<file path="src/rtl/exp_pulse_gen_pkg.sv">
// Shared settings for the exponential pulse generator and its trapezoidal shaper partner.
// DECAY_SHIFT_v_4 = 6 pairs with the shaper's M_v_4 = 2^6 - 1 = 63.
package exp_pulse_gen_pkg;

   localparam int SIZE_FILTER_DATA = 16;
   localparam int DECAY_SHIFT_v_4  = 6;
   localparam int RISE_SHIFT_v_4   = 2;
   localparam int FRAC_BITS_v_4    = 8;

   typedef enum logic [1:0] {
      IDLE  = 2'd0,
      RISE  = 2'd1,
      DECAY = 2'd2
   } state_t;

endpackage

</file>
<file path="src/rtl/exp_pulse_gen_sat_add.sv">
// Unsigned adder that clamps to MAX and flags when the clamp was applied.
module exp_pulse_gen_sat_add #(
   parameter int               WIDTH = 23,
   parameter logic [WIDTH-1:0] MAX   = '1
) (
   input  logic [WIDTH-1:0] i_a,
   input  logic [WIDTH-1:0] i_b,
   output logic [WIDTH-1:0] o_sum,
   output logic             o_clip
);

   logic [WIDTH:0] w_full;

   // One extra bit keeps the carry so an overflow past 2^WIDTH is still caught.
   always_comb begin
      w_full = {1'b0, i_a} + {1'b0, i_b};
      if (w_full > {1'b0, MAX}) begin
         o_sum  = MAX;
         o_clip = 1'b1;
      end else begin
         o_sum  = w_full[WIDTH-1:0];
         o_clip = 1'b0;
      end
   end

endmodule

</file>
<file path="src/rtl/exp_pulse_gen.sv">
// Detector-like pulse synthesizer: linear rise over 2^RISE_SHIFT samples, then
// exponential decay acc -= acc >> DECAY_SHIFT. Triggers arriving during decay stack.
//
// state | meaning
// IDLE  | no pulse, accumulator held at zero, trigger accepted
// RISE  | adding step each sample, triggers ignored
// DECAY | exponential decay, a trigger restarts the rise on top of the tail
module exp_pulse_gen #(
   parameter int SIZE_FILTER_DATA = exp_pulse_gen_pkg::SIZE_FILTER_DATA,
   parameter int DECAY_SHIFT      = exp_pulse_gen_pkg::DECAY_SHIFT_v_4,
   parameter int RISE_SHIFT       = exp_pulse_gen_pkg::RISE_SHIFT_v_4,
   parameter int FRAC_BITS        = exp_pulse_gen_pkg::FRAC_BITS_v_4,
   parameter int BASELINE         = 0
) (
   input  logic                               clk,
   input  logic                               reset,
   input  logic                               ce,
   input  logic                               trig_valid,
   input  logic [SIZE_FILTER_DATA-2:0]        trig_amp,
   output logic                               trig_ready,
   output logic signed [SIZE_FILTER_DATA-1:0] output_data,
   output logic                               busy,
   output logic                               pileup,
   output logic                               sat
);

   import exp_pulse_gen_pkg::*;

   localparam int ACC_W = SIZE_FILTER_DATA - 1 + FRAC_BITS;
   localparam int CNT_W = (RISE_SHIFT > 0) ? RISE_SHIFT : 1;
   localparam int OW    = SIZE_FILTER_DATA + 2;
   localparam logic [ACC_W-1:0]        ACC_MAX   = {{(SIZE_FILTER_DATA-1){1'b1}}, {FRAC_BITS{1'b0}}};
   localparam logic [CNT_W-1:0]        RISE_LAST = CNT_W'((1 << RISE_SHIFT) - 1);
   localparam logic signed [OW-1:0]    BASE_W    = OW'(BASELINE);
   localparam logic signed [OW-1:0]    OUT_MAX   = OW'((1 << (SIZE_FILTER_DATA-1)) - 1);
   localparam logic signed [OW-1:0]    OUT_MIN   = OW'(-(1 << (SIZE_FILTER_DATA-1)));
   localparam logic [SIZE_FILTER_DATA-1:0] BASE_OUT = SIZE_FILTER_DATA'(BASELINE);

   state_t                        r_state, w_state_nxt;
   logic [ACC_W-1:0]              r_acc, w_acc_nxt;
   logic [ACC_W-1:0]              r_step, w_step_nxt;
   logic [CNT_W-1:0]              r_rise_cnt, w_cnt_nxt;
   logic                          r_busy, r_pileup, r_sat;
   logic [SIZE_FILTER_DATA-1:0]   r_out;
   logic                          w_pileup_nxt, w_sat_nxt, w_accept, w_clip;
   logic [ACC_W-1:0]              w_sum, w_decay, w_step_new;
   logic signed [OW-1:0]          w_out_wide;
   logic [SIZE_FILTER_DATA-1:0]   w_out_sat;

   exp_pulse_gen_sat_add #(
      .WIDTH (ACC_W),
      .MAX   (ACC_MAX)
   ) u_sat_add (
      .i_a    (r_acc),
      .i_b    (r_step),
      .o_sum  (w_sum),
      .o_clip (w_clip)
   );

   assign trig_ready  = (r_state != RISE);
   assign w_accept    = trig_valid & trig_ready;
   assign w_decay     = r_acc >> DECAY_SHIFT;
   assign w_step_new  = {trig_amp, {FRAC_BITS{1'b0}}} >> RISE_SHIFT;
   assign output_data = r_out;
   assign busy        = r_busy;
   assign pileup      = r_pileup;
   assign sat         = r_sat;

   // Output sample: baseline plus integer part of the accumulator, clamped to the signed range.
   always_comb begin
      w_out_wide = BASE_W + $signed({3'b000, r_acc[ACC_W-1:FRAC_BITS]});
      if (w_out_wide > OUT_MAX)      w_out_sat = OUT_MAX[SIZE_FILTER_DATA-1:0];
      else if (w_out_wide < OUT_MIN) w_out_sat = OUT_MIN[SIZE_FILTER_DATA-1:0];
      else                           w_out_sat = w_out_wide[SIZE_FILTER_DATA-1:0];
   end

   // Next-state, accumulator and strobe logic.
   always_comb begin
      w_state_nxt  = r_state;
      w_acc_nxt    = r_acc;
      w_step_nxt   = r_step;
      w_cnt_nxt    = r_rise_cnt;
      w_pileup_nxt = 1'b0;
      w_sat_nxt    = 1'b0;
      case (r_state)
         IDLE: begin
            w_acc_nxt = '0;
            if (w_accept) begin
               w_step_nxt  = w_step_new;
               w_cnt_nxt   = '0;
               w_state_nxt = RISE;
            end
         end
         RISE: begin
            w_acc_nxt = w_sum;
            w_sat_nxt = w_clip;
            w_cnt_nxt = r_rise_cnt + CNT_W'(1);
            if (r_rise_cnt == RISE_LAST) w_state_nxt = DECAY;
         end
         DECAY: begin
            // A new trigger takes priority over the end-of-pulse check.
            if (w_accept) begin
               w_acc_nxt    = r_acc - w_decay;
               w_step_nxt   = w_step_new;
               w_cnt_nxt    = '0;
               w_state_nxt  = RISE;
               w_pileup_nxt = 1'b1;
            end else if (w_decay == '0) begin
               w_acc_nxt   = '0;
               w_state_nxt = IDLE;
            end else begin
               w_acc_nxt = r_acc - w_decay;
            end
         end
         default: begin
            w_acc_nxt   = '0;
            w_state_nxt = IDLE;
         end
      endcase
   end

   // State and datapath registers; everything holds while ce is low except the strobes.
   always_ff @(posedge clk or negedge reset) begin
      if (!reset) begin
         r_state    <= IDLE;
         r_acc      <= '0;
         r_step     <= '0;
         r_rise_cnt <= '0;
         r_busy     <= 1'b0;
         r_pileup   <= 1'b0;
         r_sat      <= 1'b0;
         r_out      <= BASE_OUT;
      end else if (ce) begin
         r_state    <= w_state_nxt;
         r_acc      <= w_acc_nxt;
         r_step     <= w_step_nxt;
         r_rise_cnt <= w_cnt_nxt;
         r_busy     <= (w_state_nxt != IDLE);
         r_pileup   <= w_pileup_nxt;
         r_sat      <= w_sat_nxt;
         r_out      <= w_out_sat;
      end else begin
         r_pileup   <= 1'b0;
         r_sat      <= 1'b0;
      end
   end

endmodule

</file>
<file path="config.mk">
export PLATFORM = sky130hd
export DESIGN_NAME = exp_pulse_gen
export DESIGN_NICKNAME = d
export VERILOG_FILES = /design/src/rtl/exp_pulse_gen_pkg.sv /design/src/rtl/exp_pulse_gen_sat_add.sv /design/src/rtl/exp_pulse_gen.sv
export SDC_FILE = /design/constraint.sdc
export NUM_CORES = 1
export LEC_CHECK = 0
export ABC_AREA = 1
export BUFFER_PORTS_ARGS = -buffer_cell sky130_fd_sc_hd__buf_2
export CAP_MARGIN = 20
export CELL_PAD_IN_SITES_DETAIL_PLACEMENT = 1
export CELL_PAD_IN_SITES_GLOBAL_PLACEMENT = 1
export CORE_MARGIN = 4
export CORE_UTILIZATION = 35
export CTS_BUF_LIST = sky130_fd_sc_hd__clkbuf_16
export DETAILED_ROUTE_END_ITERATION = 10
export PLACE_DENSITY_LB_ADDON = 0.15
export SETUP_SLACK_MARGIN = 0.4
export SYNTH_ARGS = -nofsm -noshare
export SYNTH_HDL_FRONTEND = slang
export SYNTH_SLANG_ARGS = --single-unit
</file>
<file path="constraint.sdc">
create_clock -name clk -period 6.25 [get_ports clk]
set_input_delay 0.625 -clock clk [delete_from_list [all_inputs] [get_ports clk]]
set_output_delay 0.625 -clock clk [all_outputs]
set_load 0.02 [all_outputs]
</file>
==> flow_summary_export.csv <==
group,metric,value,unit
timing,final.min_clock_period,2950,ps
timing,grt_setup_unrepaired,"no",
timing,fmax,339,MHz
worst_hold_path,hp-class,"in -> async",
final_layout,multi_input_area,3030,µm²
clock_network,cts_tree,"yes",
final_layout,final_common_cell,"nand2_1",
timing,slew_headroom,41.0,%
placement,post-place-ws,3270,ps
outcome,status,"complete, no violations",
clock_network,cts_made_buffers,9,
timing,period_share,47.1,%
synthesis,netlist-cell-type-count,41,
drt,vias_per_cell,5.13,
timing,final.setup_skew,8.98,ps
synthesis,netlist_area,4940,µm²
synthesis,yosysSeqAreaShare,30.4,%
final_layout,fillCellCount,1745,
clock_network,h-tree-depth,3,
floorplan,core,13800,µm²
global_route,grt.overflow.total,0,
clock_network,cts_max_path_buffers,2,
critical_path,cp_max_fo,12,
timing,fin_ws,3300,ps
floorplan,rows,43,
placement,dp_hpwl,12700,µm
critical_path,endpoint_kind,"flop",
drt,firstDrtPassIters,4,
run,cap_violations,0,
critical_path,cpPeakStageDelay,490,ps
clock_network,clock_latency,350,ps
synthesis,yosysWarnings,0,
global_route,grt_pass1_vias,5068,
placement,port_buffers,37,
synthesis,synth.largest_area_cell,"dfrtp_1",
placement,post_dp_cell_area,5270,µm²
global_route,grt_first_pass_wirelength,26400,µm
critical_path,cp-start-kind,"flop",
final_layout,diodes,0,
floorplan,die_area,16100,µm²
final_layout,drive_above_1_share,14.0,%
global_route,grt_usage,20.8,%
power,vdd_drop_max,0.188,mV
final_layout,nNetsFinal,804,
synthesis,netlist_instances,710,
timing,tns,0,ps
synthesis,synth_nets,768,
placement,gp_congestion,0.864,
critical_path,arrival,3170,ps
final_layout,final_cell_mix,"nand2_1 (232), inv_1 (81), dfrtp_1 (60)",
drt,num_vias,4776,
timing,worstMarginPinSlew,882,ps
final_layout,area_growth,13.4,%
critical_path,critPathKind,"reg -> reg",
clock_network,clkTransAtPathRegs,50,ps
drt,routedWlPerCell,17.0,µm
global_route,grt_max_degree,61,
power,powerDensity,565,nW/µm²
clock_network,clock-root-buffer,"clkbuf_16",
clock_network,clkSinkCount,60,
synthesis,ys_top_cells_by_area,"dfrtp_1 (30%), nand2_1 (18%), ha_1 (9.4%)",
final_layout,fin_area,5600,µm²
clock_network,post-cts-setup-buffers,0,
power,p_leak,3.11,nW
timing,finalHoldViolations,0,
critical_path,cp.required,6480,ps
timing,setup_violations,0,
placement,dp_cells,915,
critical_path,crit_slowest_cell,"dfrtp_1",
final_layout,regArea,1500,µm²
floorplan,ios,39,
clock_network,ctsResizeCount,0,
final_layout,fin_cells,931,
clock_network,hold_buffers,0,
drt,post-route-drc-count,0,
synthesis,synth_seq_cells,60,
drt,drt.antenna.violating_nets,0,
floorplan,start_util,35.7,%
synthesis,synth_top_area_share,30.4,%
timing,fin_hold_ws,454,ps
floorplan,die_w,127,µm
critical_path,crit_chain,"ha_1 > inv_1 > fa_1 > inv_1 > nand2_1 > nand2_2 > nand3_2 > nand2_2 > nand2_1 > nand2_1 > nand2_1 > nand2_1 > nand2_1 > nor2_1 > nand3_2 > nand3_1 > nand2_2 > nand2_1 > o21ai_2",
critical_path,path_common_cell,"nand2_1",
drt,drt_wl_total,15800,µm
global_route,antenna_found_initial,0,
drt,drtIter0Drc,293,
timing,maxSlewViolCount,0,
floorplan,die_h,127,µm
synthesis,synth_area_per_cell,6.96,µm²
## registers in the layout, indices dropped and copies added, names as in the netlist
name / flops
r_acc: 23
output_data: 15
r_step: 15
r_rise_cnt: 2
r_state: 2
busy: 1
pileup: 1
sat: 1
## kinds of logic after synthesis
family / Yosys count / share of synthesized area, %
multiplexers: 14 / 3.19
XOR/XNOR: 7 / 1.24
adder cells (fa/ha/maj): 39 / 10.2
AND/OR/NAND/NOR: 390 / 35.0
flip-flops: 60 / 30.4
AO/OA/AOI/OAI: 101 / 11.6
other: 1 / 0.0759
buffers and inverters: 98 / 8.34
## per-layer routing
| layer | track usage (%) | wire length [µm] |
|---|---|---|
| met2 | 35.4 | 7750 |
| met4 | 6.50 | 284 |
| met1 | 27.0 | 7500 |
| met3 | 3.45 | 305 |
| met5 | 0 | 0 |
## synth_stat cells (all sizes together)
library cell and n:
nand2 238, inv 82, nand3 64, dfrtp 60, o21ai 52, nor2 51
ha 37, a21oi 35, mux2 14, or2 11, nand4 9, nor3 8
buf 7, clkbuf 7, xor2 5, a21boi 4, a21o 4, nand3b 4
a31oi 3, and3 3, clkinv 2, fa 2, nor4 2, xnor2 2
conb 1, o21a 1, o21bai 1, o31ai 1
## stage by stage
step                utilization (%)  total power [mW]
finish                         40.5              3.16
CTS                            40.5              3.17
floorplan                         -              2.05
global route                   40.5              3.49
detailed placement             38.1              2.58
global placement               38.1              2.52
## where the power goes
group	leakage, nW	internal (mW)	switching (mW)	total [mW]
Sequential	0.796	0.494	0.108	0.602
Combinational	2.16	0.675	1.31	1.98
Clock	0.160	0.384	0.191	0.574
## critical path, delay by kind of cell, from the launching register on
| kind | cells | cell delay (ps) |
|---|---|---|
| AND/OR/NAND/NOR | 14 | 1430 |
| adder cells (fa/ha/maj) | 2 | 680 |
| flip-flops | 1 | 490 |
| buffers and inverters | 2 | 170 |
| AO/OA/AOI/OAI | 1 | 50 |
## area by class of cell
class | count | share of cell area [%]
Tap cell | 180 | 4.02
Clock inverter | 7 | 1.88
Timing Repair Buffer | 39 | 3.58
Clock buffer | 9 | 4.02
Multi-Input combinational cell | 552 | 54.0
Inverter | 84 | 5.63
Sequential cell | 60 | 26.8
## worst paths after layout
path | startpoint | to | slack (ps) | cells after the start
min reg2reg | output_data[13] | output_data[13] | 480 | 2
max in group asynchronous | reset | output_data[1] | 5240 | 2
min in group clk | output_data[13] | output_data[13] | 480 | 2
max | r_acc[6] | r_acc[1] | 3300 | 19
max reg2reg | r_acc[6] | r_acc[1] | 3300 | 19
min | reset | r_step[14] | 450 | 2
Power figures use the tool's default switching activity.
